--- config.mk ---
export PLATFORM = sky130hd
export DESIGN_NAME = a_shift_register
export DESIGN_NICKNAME = d
export VERILOG_FILES = /design/src/rtl/a_shift_register_pkg.sv /design/src/rtl/a_shift_reg_cell.sv /design/src/rtl/a_shift_register.sv
export SDC_FILE = /design/constraint.sdc
export NUM_CORES = 1
export LEC_CHECK = 0
export ABC_AREA = 1
export CAP_MARGIN = 20
export CELL_PAD_IN_SITES_DETAIL_PLACEMENT = 1
export CELL_PAD_IN_SITES_GLOBAL_PLACEMENT = 1
export CORE_AREA = 2 2 57 59
export CTS_BUF_LIST = sky130_fd_sc_hd__clkbuf_16
export DETAILED_ROUTE_END_ITERATION = 6
export DIE_AREA = 0 0 59 61
export GPL_TIMING_DRIVEN = 0
export PLACE_DENSITY_LB_ADDON = 0.25
export SLEW_MARGIN = 20
export SYNTH_ARGS = -nofsm -noshare
export SYNTH_HDL_FRONTEND = slang
export SYNTH_SLANG_ARGS = --single-unit
--- constraint.sdc ---
create_clock -name clk -period 0.8 [get_ports clk]
set_input_delay 0.16 -clock clk [delete_from_list [all_inputs] [get_ports clk]]
set_output_delay 0.16 -clock clk [all_outputs]
set_load 0.05 [all_outputs]
--- src/rtl/a_shift_register_pkg.sv ---
// Shared width and operation encoding for the A working register.
package a_shift_register_pkg;

    localparam int unsigned REG_W = 9;

    typedef enum logic [1:0] {
        HOLD   = 2'd0,
        LOAD   = 2'd1,
        RSHIFT = 2'd2,
        LSHIFT = 2'd3
    } op_sel_t;

endpackage

--- src/rtl/a_shift_reg_cell.sv ---
// One bit of the A register: async-reset flop fed by a 4:1 next-state mux.
module a_shift_reg_cell
    import a_shift_register_pkg::*;
(
    input  logic    clk,
    input  logic    rst,
    input  op_sel_t op,
    input  logic    load_bit,
    input  logic    right_nb,
    input  logic    left_nb,
    output logic    q
);

    logic d;

    always_comb begin
        d = q;
        case (op)
            HOLD:    d = q;
            LOAD:    d = load_bit;
            RSHIFT:  d = right_nb;
            LSHIFT:  d = left_nb;
            default: d = q;
        endcase
    end

    always_ff @(posedge clk or posedge rst) begin
        if (rst) begin
            q <= 1'b0;
        end else begin
            q <= d;
        end
    end

endmodule

--- src/rtl/a_shift_register.sv ---
// 9-bit A register for the ALU datapath: load, logical/arithmetic right
// shift, left shift with serial entry, or hold; true and inverted outputs.
module a_shift_register
    import a_shift_register_pkg::*;
#(
    parameter int unsigned W = REG_W
) (
    input  logic         clk,
    input  logic         rst,
    input  logic         load,
    input  logic         rshift,
    input  logic         lshift,
    input  logic         a7_mem,
    input  logic         left_shift_entry_wire,
    input  logic [W-1:0] a,
    output logic [W-1:0] q,
    output logic [W-1:0] not_q
);

    op_sel_t      op;
    logic [W-1:0] right_in;
    logic [W-1:0] left_in;

    always_comb begin
        op = HOLD;
        if (lshift) begin
            op = LSHIFT;
        end else if (rshift) begin
            op = RSHIFT;
        end else if (load) begin
            op = LOAD;
        end
    end

    // Bit 7 either keeps its value (arithmetic) or takes the extension bit.
    always_comb begin
        left_in  = {q[W-2:0], left_shift_entry_wire};
        right_in = {1'b0, (a7_mem ? q[W-2] : q[W-1]), q[W-2:1]};
    end

    for (genvar i = 0; i < W; i++) begin : g_bit
        a_shift_reg_cell u_cell (
            .clk      (clk),
            .rst      (rst),
            .op       (op),
            .load_bit (a[i]),
            .right_nb (right_in[i]),
            .left_nb  (left_in[i]),
            .q        (q[i])
        );
    end

    assign not_q = ~q;

endmodule

# Yosys cells after proc, flatten, opt, wreduce, memory -nomap -nowiden

Index checks and enable logic that the tools add are counted.

Add/subtract/negate cells: 0
$mul: 0
Div/mod/pow operators: 0
$lt $le $gt $ge: 0
Equal/unequal tests: 4
Shift operators: 0
Multiplexer cells: 13
Bitwise operators: 2
Reduce and logical (&&, ||, !) cells: 2

Operator list:

| kind                                          | number |
|---|---|
| one-hot mux 1 bit (3 select lines)            | 9 |
| inverter 9 bit                                | 1 |
| == test 2 bit, second input constant          | 2 |
| 2-to-1 mux 2 bit                              | 2 |
| == test 2 x 1 -> 1 bit, second input constant | 1 |
| logical NOT 2 bit                             | 1 |
| 2-to-1 mux 1 bit                              | 2 |
| != test 2 bit, second input constant          | 1 |
| AND reduction 2 bit                           | 1 |
| inverter 1 bit                                | 1 |

Register bits: 9
Latch bits: 0
Bits in writable memories: 0
Bits in read-only memories: 0
Input bits: 16
Output and inout port bits: 18
Logic and storage cells: 30
Memories: 0

# Longest topological paths before layout

Gate-level depths: netlist of run 1.

Depth after elaboration: 6
Gate-level depth with buffers: 6
Mapped depth without buffers: 6

# Cells and area by module

A second synthesis of run 1 with hierarchy kept.

Cells, all modules: 161
Area total of the unflattened synthesis: 844.6 µm²

By module, submodules not included:

| module           | instances | cells each | area an instance (µm²) | sequential area each (µm²) |
|---|---|---|---|---|
| a_shift_reg_cell | 9         | 15         | 80.1                   | 25.0 |
| a_shift_register | 1         | 26         | 123.9                  | 0.0 |

# Worst setup path after synthesis of run 1

OpenSTA, ideal clock, no wires.

Kind: register to register
From: register g_bit[2].u_cell.q
To: register g_bit[1].u_cell.q
Setup time: 0.121 ns
Data arrival time: 0.950 ns
Required time: 0.679 ns
Path slack: -0.271 ns
Cell stages (with the launch flop): 5
Path buffers: 0
Period minus slack after synthesis: 1.071 ns
Cell sequence: dfrtp_1 inv_1 nand3_1 nand2_1 o21ai_1

Word-level cells in the longest chain between the ends: 1

Ends and longest elaborated chain:

| item                               | RTL line               | source |
|---|---|---|
| from (decl)                        | a_shift_reg_cell.sv:11 | `output logic q` |
| from (signal assigned)             | a_shift_reg_cell.sv:29 | `q <= 1'b0;` |
| from (signal assigned)             | a_shift_reg_cell.sv:31 | `q <= d;` |
| one-hot mux 1 bit (3 select lines) | a_shift_reg_cell.sv:18 | `case (op)` |
| to (signal assigned)               | a_shift_reg_cell.sv:29 |  |
| to (signal assigned)               | a_shift_reg_cell.sv:31 |  |
| to (decl)                          | a_shift_reg_cell.sv:11 |  |

Every way passes these cells.
A chain may end at the register's enable or synchronous reset.

# Worst setup path after layout of run 1

From: register g_bit[2].u_cell.q
To: output port q[2]

RTL lines:

| item      | RTL line               | source |
|---|---|---|
| to (decl) | a_shift_register.sv:16 | `output logic [W-1:0] q,` |

No word-level cell between the ends.

==> impl_metrics.csv, run 1 <==
group,metric,value,unit
final_layout,top_register,"g_bit.u_cell.q",
place,gp_congestion,0.751,
final_layout,final_cell_mix,"24 x buf_6, 19 x nand2_1, 12 x inv_1, 12 x nand2_2, 12 x clkdlybuf4s50_1",
timing,hold_viol,0,
logic_synthesis,ys_seq_area_frac,0.337,
logic_synthesis,synth.distinct_cells,14,
die,die_area,3600,um^2
timing,period_needed,1.11,ns
clocking,path_clk_slew,0.04,ns
clocking,htreeDepth,1,
final_layout,final_cells,189,
logic_synthesis,syn_avg_cell_area,6.49,um^2
logic_synthesis,ys_ff_latch,9,
die,io_pins,34,
route,ant_nets,0,
route,dr_total_vias,835,
final_layout,syn_to_final_growth,122,%
final_layout,drive_above_1_share,0.609,
grt,grt_max_degree,11,
die,die_x,59,um
grt,grt_util_all_layers,0.150,
route,drc_errors,0,
grt,grt_pass1_vias,844,
logic_synthesis,synthTopCellsByArea,"dfrtp_1 34%, nand2_1 17%, inv_1 12%",
timing,fin_worst_skew,0.00403,ns
timing,tightest_slew,0.410,ns
die,fp.coreArea,2950,um^2
worst_setup_path,critical_path_arrival,0.95,ns
grt,antenna_found_initial,0,
timing,drv_slew,0,
worst_setup_path,cp.required,0.64,ns
logic_synthesis,yosysWarnings,0,
route,drtIter0Drc,1,
final_layout,regArea,235,um^2
power_and_ir_drop,power_density,2210,nW/um^2
route,wl_per_cell,12.9,um
clocking,clk_latency,0.24,ns
place,placement.io_buffers,33,
worst_setup_path,end_kind,"output pin",
route,dr.pass1.iters,3,
final_layout,n_fill_cell,354,
place,dpl.cell_count,169,
worst_setup_path,path_max_fanout,3,
clocking,cts_sinks,9,
logic_synthesis,synth_top_cell_by_area,"dfrtp_1",
clocking,cts_max_path_buffers,2,
timing,fin_crit_sh,1.39,
clocking,cts-buffers-inserted,3,
route,wirelength,2430,um
place,place_hpwl,1570,um
logic_synthesis,syn_inst,103,
die,rows,20,
flow_run,drv_cap,0,
power_and_ir_drop,power.leakage,0.731,nW
timing,setup-violations-final,27,
clocking,cts_tree,"done",
final_layout,layout_commonest_cell,"buf_6",
worst_setup_path,start_kind,"register",
logic_synthesis,syn_area,668,um^2
timing,max_freq,900,MHz
outcome,status,"finished with violations",
final_layout,nets,173,
power_and_ir_drop,peakVddDrop,0.882,mV
die,dieHeight,61,um
logic_synthesis,yosys.area.top_type_share,0.337,
die,initial_utilization,0.226,
clocking,ctsRootBufferMaster,"clkbuf_16",
outcome,violations,"negative setup slack",
logic_synthesis,synthesis.nets,119,
timing,finalWorstSetupSlack,-0.311,ns
final_layout,n_antenna_cell,0,
final_layout,final_util,0.502,
final_layout,multi_input_area,374,um^2
grt,grt.overflow.total,0,
route,vias_per_cell,4.42,
hold_path,hold_class,"in -> async",
worst_setup_path,path_class,"reg -> out",
final_layout,largest_reg_flops,9,
final_layout,largestRegisters,"g_bit.u_cell.q: 9 flops",
timing,rsz0062_at_grt,"true",
timing,slew_headroom,0.727,
grt,grt_pass1_wl,3910,um
==> cell type report <==
class	count	share of cell area
multi-input cells	62	0.253
flip-flops and latches	9	0.159
clock buffers	3	0.0507
repair buffers	48	0.352
plain buffers	10	0.0709
clock inverters	1	0.00253
inverters	23	0.0845
well taps	33	0.0279
==> cell usage after synthesis, drive strengths merged <==
cell type,instances
buf,10
a21oi,1
o21ai,13
nand2,34
nand3,9
nor2,4
dfrtp,9
inv,23
==> metrics by stage <==
step / cell area [um^2] / setup WS, ns / TNS (ns) / total power [mW] / hold WS, ns
6_report: 1480 / -0.311 / -6.17 / 3.28 / 0.214
5_1_grt: 1480 / -0.324 / -7.04 / 3.43 / 0.261
4_1_cts: 1410 / -0.309 / -6.18 / 3.19 / 0.244
3_5_place_dp: 1080 / -0.761 / -18.63 / 1.90 / 0.493
3_3_place_gp: 1080 / -0.737 / -18.19 / 1.87 / 0.468
2_1_floorplan: 707 / -0.235 / -1.31 / 1.47 / -0.0121
==> metal layers <==
layer | wire length [um] | track usage
met1 | 934 | 0.172
met2 | 1360 | 0.278
met3 | 112 | 0.0299
met4 | 20 | 0.0487
met5 | 0 | 0
==> cell families (layout without fill, tap and decap cells) <==
kind of cell | after synthesis | count (layout) | share of synthesized area
buffers and inverters | 33 | 85 | 0.247
flip-flops | 9 | 9 | 0.337
AO/OA/AOI/OAI | 14 | 14 | 0.105
AND/OR/NAND/NOR | 47 | 48 | 0.311
==> critical path, cell delays in order (launching register included) <==
cell and delay (ns):
dfrtp_2 0.44, buf_6 0.13, buf_8 0.14
==> worst paths after layout <==
kind | start | endpoint | slack [ns] | cells after the start
setup / recovery | g_bit[2].u_cell.q | q[2] | -0.31 | 2
max in group asynchronous | rst | g_bit[6].u_cell.q | 0.27 | 2
setup reg to reg | g_bit[2].u_cell.q | g_bit[1].u_cell.q | -0.16 | 5
min in group clk | rshift | g_bit[1].u_cell.q | 0.35 | 4
hold reg to reg | g_bit[5].u_cell.q | g_bit[5].u_cell.q | 0.62 | 2
hold / removal | rst | g_bit[0].u_cell.q | 0.21 | 2
==> where the power goes <==
group / internal (mW) / switching [mW]
registers: 0.540 / 0.118
clock network: 0.655 / 0.241
logic: 0.798 / 0.925
==> what timing repair did <==
item	in CTS	in global routing
cloned	1	0
hold buffers	0	0
setup buffers	13	4
endpoints found under the setup margin	27	27
gates resized for setup	178	24
pin swaps	5	8
hold endpoints to repair	0	0
(Power assumes the default switching activity.)
==> run 2, diff against run 1 <==
- SLEW_MARGIN: 20 -> 25
==> results of run 2 <==
No change in the layout: final DEF, timing and power equal those of run 1.
